**src/rtl/fir_mc.sv**
```systemverilog
// Multi-channel FIR filter: one shared multiplier steps through every tap of every
// channel in turn, then rounds, saturates and emits one result per channel.
module fir_mc #(
  parameter int unsigned DATA_W    = 16,
  parameter int unsigned COEF_W    = 16,
  parameter int unsigned NUM_TAPS  = 10,
  parameter int unsigned NUM_CH    = 2,
  parameter int unsigned OUT_W     = 16,
  parameter int unsigned OUT_SHIFT = 0
) (
  input  logic                                   i_clk,
  input  logic                                   i_rst_n,
  input  logic [NUM_CH*DATA_W-1:0]               i_data,
  input  logic                                   i_valid,
  output logic                                   o_ready,
  input  logic                                   i_coef_wr,
  input  logic [$clog2(NUM_TAPS)-1:0]            i_coef_addr,
  input  logic [COEF_W-1:0]                      i_coef_data,
  output logic                                   o_coef_err,
  output logic [OUT_W-1:0]                       o_data,
  output logic [((NUM_CH > 1) ? $clog2(NUM_CH) : 1)-1:0] o_ch,
  output logic                                   o_valid,
  output logic                                   o_sat
);

  localparam int unsigned TAP_W  = $clog2(NUM_TAPS);
  localparam int unsigned CH_W   = (NUM_CH > 1) ? $clog2(NUM_CH) : 1;
  localparam int unsigned PROD_W = DATA_W + COEF_W;
  localparam int unsigned ACC_W  = PROD_W + $clog2(NUM_TAPS);
  localparam int unsigned RND_W  = ACC_W + 1;
  localparam int unsigned RND_SH = (OUT_SHIFT > 0) ? OUT_SHIFT - 1 : 0;

  localparam logic signed [RND_W-1:0] RND_ADD =
    (OUT_SHIFT > 0) ? (RND_W'(1) << RND_SH) : '0;
  localparam logic signed [RND_W-1:0] SAT_MAX =
    RND_W'((RND_W'(1) << (OUT_W - 1)) - RND_W'(1));
  localparam logic signed [RND_W-1:0] SAT_MIN = ~SAT_MAX;

  localparam logic [TAP_W-1:0] LAST_TAP = TAP_W'(NUM_TAPS - 1);
  localparam logic [CH_W-1:0]  LAST_CH  = CH_W'(NUM_CH - 1);

  typedef enum logic [0:0] {
    ST_IDLE = 1'b0,
    ST_MAC  = 1'b1
  } state_t;

  state_t state_q;
  state_t state_d;

  logic signed [DATA_W-1:0] dly_q  [NUM_CH][NUM_TAPS];
  logic signed [COEF_W-1:0] coef_q [NUM_TAPS];
  logic signed [ACC_W-1:0]  acc_q;
  logic [TAP_W-1:0]         tap_q;
  logic [CH_W-1:0]          ch_q;

  logic accept;
  logic mac_en;
  logic result_en;
  logic last_step;
  logic coef_ok;

  logic signed [DATA_W-1:0] smp_sel;
  logic signed [COEF_W-1:0] coef_sel;
  logic signed [PROD_W-1:0] prod;
  logic signed [ACC_W-1:0]  acc_sum;
  logic signed [RND_W-1:0]  rnd;
  logic                     sat_hi;
  logic                     sat_lo;
  logic [OUT_W-1:0]         res;

  // State register
  always_ff @(posedge i_clk or negedge i_rst_n) begin
    if (!i_rst_n) begin
      state_q <= ST_IDLE;
    end else begin
      state_q <= state_d;
    end
  end

  // Next-state logic
  always_comb begin
    state_d = state_q;
    case (state_q)
      ST_IDLE: if (i_valid)   state_d = ST_MAC;
      ST_MAC:  if (last_step) state_d = ST_IDLE;
      default:                state_d = ST_IDLE;
    endcase
  end

  // Control decode; coefficients may only change while no MAC sequence is running
  always_comb begin
    o_ready   = 1'b0;
    accept    = 1'b0;
    mac_en    = 1'b0;
    result_en = 1'b0;
    last_step = 1'b0;
    case (state_q)
      ST_IDLE: begin
        o_ready = 1'b1;
        accept  = i_valid;
      end
      ST_MAC: begin
        mac_en    = 1'b1;
        result_en = (tap_q == LAST_TAP);
        last_step = (tap_q == LAST_TAP) && (ch_q == LAST_CH);
      end
      default: ;
    endcase
    coef_ok = i_coef_wr && o_ready && (32'(i_coef_addr) < NUM_TAPS);
  end

  // Shared multiplier, full-precision accumulate, round half up, saturate
  always_comb begin
    smp_sel  = dly_q[ch_q][tap_q];
    coef_sel = coef_q[tap_q];
    prod     = PROD_W'(coef_sel) * PROD_W'(smp_sel);
    acc_sum  = acc_q + ACC_W'(prod);
    rnd      = (RND_W'(acc_sum) + RND_ADD) >>> OUT_SHIFT;
    sat_hi   = (rnd > SAT_MAX);
    sat_lo   = (rnd < SAT_MIN);
    if (sat_hi) begin
      res = OUT_W'(SAT_MAX);
    end else if (sat_lo) begin
      res = OUT_W'(SAT_MIN);
    end else begin
      res = OUT_W'(rnd);
    end
  end

  // Datapath: delay lines, coefficient bank, accumulator, counters, outputs
  always_ff @(posedge i_clk or negedge i_rst_n) begin
    if (!i_rst_n) begin
      for (int unsigned c = 0; c < NUM_CH; c++) begin
        for (int unsigned k = 0; k < NUM_TAPS; k++) begin
          dly_q[c][k] <= '0;
        end
      end
      for (int unsigned k = 0; k < NUM_TAPS; k++) begin
        coef_q[k] <= (k == 0) ? COEF_W'(1) : '0;
      end
      acc_q      <= '0;
      tap_q      <= '0;
      ch_q       <= '0;
      o_data     <= '0;
      o_ch       <= '0;
      o_valid    <= 1'b0;
      o_sat      <= 1'b0;
      o_coef_err <= 1'b0;
    end else begin
      o_valid    <= 1'b0;
      o_coef_err <= i_coef_wr && !coef_ok;

      if (coef_ok) begin
        coef_q[i_coef_addr] <= i_coef_data;
      end

      if (accept) begin
        for (int unsigned c = 0; c < NUM_CH; c++) begin
          dly_q[c][0] <= i_data[c*DATA_W +: DATA_W];
          for (int unsigned k = 1; k < NUM_TAPS; k++) begin
            dly_q[c][k] <= dly_q[c][k-1];
          end
        end
        acc_q <= '0;
        tap_q <= '0;
        ch_q  <= '0;
      end

      if (mac_en) begin
        if (result_en) begin
          o_data  <= res;
          o_ch    <= ch_q;
          o_sat   <= sat_hi || sat_lo;
          o_valid <= 1'b1;
          acc_q   <= '0;
          tap_q   <= '0;
          ch_q    <= (ch_q == LAST_CH) ? '0 : ch_q + CH_W'(1);
        end else begin
          acc_q <= acc_sum;
          tap_q <= tap_q + TAP_W'(1);
        end
      end
    end
  end

endmodule

```
**config.mk**
```make
export PLATFORM = sky130hd
export DESIGN_NAME = fir_mc
export DESIGN_NICKNAME = d
export VERILOG_FILES = /design/src/rtl/fir_mc.sv
export SDC_FILE = /design/constraint.sdc
export NUM_CORES = 2
export LEC_CHECK = 0
export ABC_AREA = 1
export BUFFER_PORTS_ARGS = -buffer_cell sky130_fd_sc_hd__buf_2
export CORE_ASPECT_RATIO = 0.9
export CORE_MARGIN = 3
export CORE_UTILIZATION = 58
export DETAILED_ROUTE_END_ITERATION = 6
export PLACE_DENSITY_LB_ADDON = 0.05
export SETUP_SLACK_MARGIN = 0.2
export SLEW_MARGIN = 20
export SYNTH_ARGS = -nofsm -noshare
export SYNTH_HDL_FRONTEND = slang
export SYNTH_SLANG_ARGS = --single-unit
```
**constraint.sdc**
```tcl
create_clock -name i_clk -period 6.6 [get_ports i_clk]
set_input_delay 0 -clock i_clk [delete_from_list [all_inputs] [get_ports i_clk]]
set_output_delay 0 -clock i_clk [all_outputs]
set_load 0.05 [all_outputs]
```
==> results.md <==
- The total overflow reported by the global router is 0.
- The setup violation total in the final timing report is 39.
- The number of slew-limit violations in the final report came to 0.
- The initialized floorplan defines 87 standard-cell rows.
- The first global-routing pass estimated about 170000 um of wire.
- TritonCTS built the clock tree.
- The average footprint of a synthesized cell is between 8 and 9 um2.
- The synthesized design contains 0 enable-type register cells.
- The detailed-route via count is ~32000.
- In this run, the number of DRC markers left after iteration 0 of detailed routing was 2736.
- STA classifies the critical path startpoint as a flop.
- The post-detailed-route via-to-cell ratio is 5.39.
- The leading register cell type out of synthesis is dfrtp_1.
- The setup path with the least slack is of type flop to flop.
- The initial antenna violation count came to 0.
- The total die area is about 0.067 mm2.
- The standard cell with the maximum stage delay on the critical path is dfrtp_4.
- The hold violation total from the final report is 8.
- The relative max-transition margin is a little over a third.
- Global routing consumed, over all layers together, between 30 and 40% of the routing resources.
- The count of nets left with antenna violations once routing finished came out at 0.
- The first-pass detailed-route iteration total is 6.
- The starting density of the core is approximately three fifths.
- Setup repair after global routing could not meet its margin everywhere.
- Of all nets on the critical path, the largest fanout is 7.
- 77 I/O pins were placed.
- The longest clock path from root to sink contains 3 buffers.
- The element type at the critical path end is a flop.
- The final reports fail on negative hold slack, negative setup slack.
- For this run, the post-layout net count is 5602.
- After floorplanning, the core was sized to cover between 0.06 and 0.07 mm2.
- The clock-pin slew on the worst setup and hold paths is roughly 0.060 ns.
- The share of flip-flops with an asynchronous set or reset is 100%.
- The post-route clock period utilization is 115%.
- The worst setup slack after layout is -0.961 ns.
- On the final layout, the worst hold slack is -0.0224 ns.
- The number of cells on the worst reg-to-reg path is 38.
- The library cell occupying the most area in the post-synthesis netlist is dfrtp_1.
- The number of maximum-capacitance constraint violations is 0.
- The post-layout minimum cycle time is around 7.6 ns.
- The routed length per instance is 17.7 um.
- The mapped cell area is 0.0369 mm2.
- At the later pin of the worst-skew pair, clock insertion delay measures about 0.66 ns.
- From bottom edge to top edge, the die measures approximately 250 um.
- The H-tree generated during clock tree synthesis spans 2 levels.
- For the pin with the worst max-slew slack, the measured transition is between 0.9 and 1 ns.
- The path type of the worst min-delay path is primary input to async pin.
- The top cell types in the final layout, fill and taps aside, are nand2_1, inv_1, buf_4.
- STA puts the critical path data required time at 7.08 ns.
- The number of buffer cells added on primary ports is 76.
- At the worst endpoint, the arrival time is roughly 8 ns.
- The post-route DRC violation count is 0.
- The synthesized design contains ~540 register bits.
- The leading cell type in the layout, fill and taps excluded is nand2_1.
- The flow ran to the end, but the final reports show violations.
- The largest net degree at the start of global routing is around 260.
- The number of CTS-inserted buffers is 57.
- The HPWL after detailed placement is roughly 73000 um.
- The maximum clock frequency is roughly 0.13 GHz.
- Synthesis produced 4518 cells.
- The final setup skew is just under 0.07 ns.
- The post-detailed-routing wire length is 106000 um.
- The root buffer cell chosen for the clock tree is clkbuf_16.
- Across all register-to-register paths, the minimum setup slack is -0.96 ns.
- The clock net in this run drives a total of approximately 540 sinks.
- The via count of the first global-routing pass was roughly 32000.
- At the end of routability-driven placement, the weighted congestion stood at between 0.9 and 1.
- In this design, the stage delay of the slowest critical-path cell is around 0.54 ns.
- The layout overhead on the synthesized area is 28.8%.
- The proportion of synthesized chip area in sequential cells is 36.8%.
- The netlist uses 46 different library cells.
- The share of final-layout standard cells stronger than drive strength 1 is 24.7%.
- The post-synthesis net count is approximately 5000.
- The top cell type by area accounts for a little under two fifths of the synthesized area.
- Setup total negative slack on the finished layout was measured at -19.33 ns.
- The count of warnings emitted by yosys is 0.
- The die width is ~270 um.
- Ranked by total cell area, the synthesized netlist is headed by dfrtp_1, fa_1, nand2_1.
[logic make-up after synthesis]
family | after synthesis | share of synthesized area [%]
simple gates | 1592 | 17.6
compound gates | 967 | 13.8
buf+inv | 958 | 10.1
flops | 542 | 36.8
fa+ha+maj | 423 | 20.7
xor+xnor | 20 | 0.475
mux | 16 | 0.488
[worst paths after layout]
check                                    start    endpoint
worst max register to register        tap_q[0]   o_data[8]
worst min register to register      o_data[15]  o_data[15]
max in group asynchronous              i_rst_n  coef_q[35]
min in group i_clk              i_coef_addr[0]  coef_q[98]
worst min-delay path                   i_rst_n  dly_q[148]
worst max-delay path                  tap_q[0]   o_data[8]
[state kept, by name (all words and copies together) (netlist names)]
| signal | flops |
|---|---|
| dly_q | 320 |
| coef_q | 160 |
| acc_q | 36 |
| o_data | 16 |
| tap_q | 4 |
| ch_q | 1 |
| o_ch | 1 |
| o_coef_err | 1 |
| o_sat | 1 |
| o_valid | 1 |
| state_q | 1 |
[worst max-delay path: cells and delay by family (launching register included)]
family	cells	cell delay, ns
adders and majority gates	7	3.23
buffers and inverters	13	1.60
and+or+nand+nor	14	1.52
DFF	1	0.54
AOI/OAI and AO/OA	4	0.49
[metal layers]
layer | track usage [%] | wire (um) | vias to the layer above
li1 | - | - | 15390
met1 | 45.7 | 47000 | 15901
met2 | 50.3 | 49700 | 992
met3 | 4.09 | 7400 | 165
met4 | 7.24 | 2270 | 0
met5 | 0 | 0 | -
[layout make-up]
class,count,area (um2)
Timing Repair inverter,3,33.8
Fill cell,4711,15300
Antenna cell,1,2.50
Clock buffer,87,1680
Tap cell,845,1060
Timing Repair Buffer,776,6860
Clock inverter,19,327
Inverter,724,2830
Sequential cell,542,13600
Multi-Input combinational cell,3019,21200
[cell usage after synthesis, types with 9 or more instances]
master	instances
nand2_2	20
a21oi_1	286
o211ai_1	9
nand4_1	17
dfrtp_1	541
ha_1	109
nor2_1	420
fa_1	314
clkbuf_1	147
buf_2	58
xor2_1	13
o21ai_0	606
nor2_2	15
nand2_1	908
inv_1	683
o221ai_1	28
mux2_2	16
a21oi_2	15
buf_1	19
inv_2	35
nand3_1	173
[per-stage QoR]
step / area [um2] / hold WS, ns / instances / util [%] / setup slack (ns)
after floorplan: 37500 / -0.296 / 4518 / - / -0.0585
after global placement: 42600 / 0.105 / 5774 / 67.8 / -0.965
after detailed placement: 42600 / 0.115 / 5774 / 67.8 / -1.01
after CTS: 45300 / 0.00288 / 5943 / 72.2 / -0.901
after global routing: 47500 / 0.0503 / 6015 / 75.7 / -1.17
final: 47500 / -0.0224 / 6016 / 75.7 / -0.961
[timing repair]
| item | CTS | global route |
|---|---|---|
| endpoints found under the hold margin | 291 | 0 |
| resized for setup | 43 | 425 |
| setup buffers | 6 | 55 |
| hold buffers | 56 | 0 |
| setup endpoints to repair | 45 | 45 |
| pin swaps | 5 | 117 |
| gates cloned | 1 | 18 |
Power is left out: the tool's default activity adds up to more than one toggle a clock period on the data nets, which glitch-free logic cannot reach.
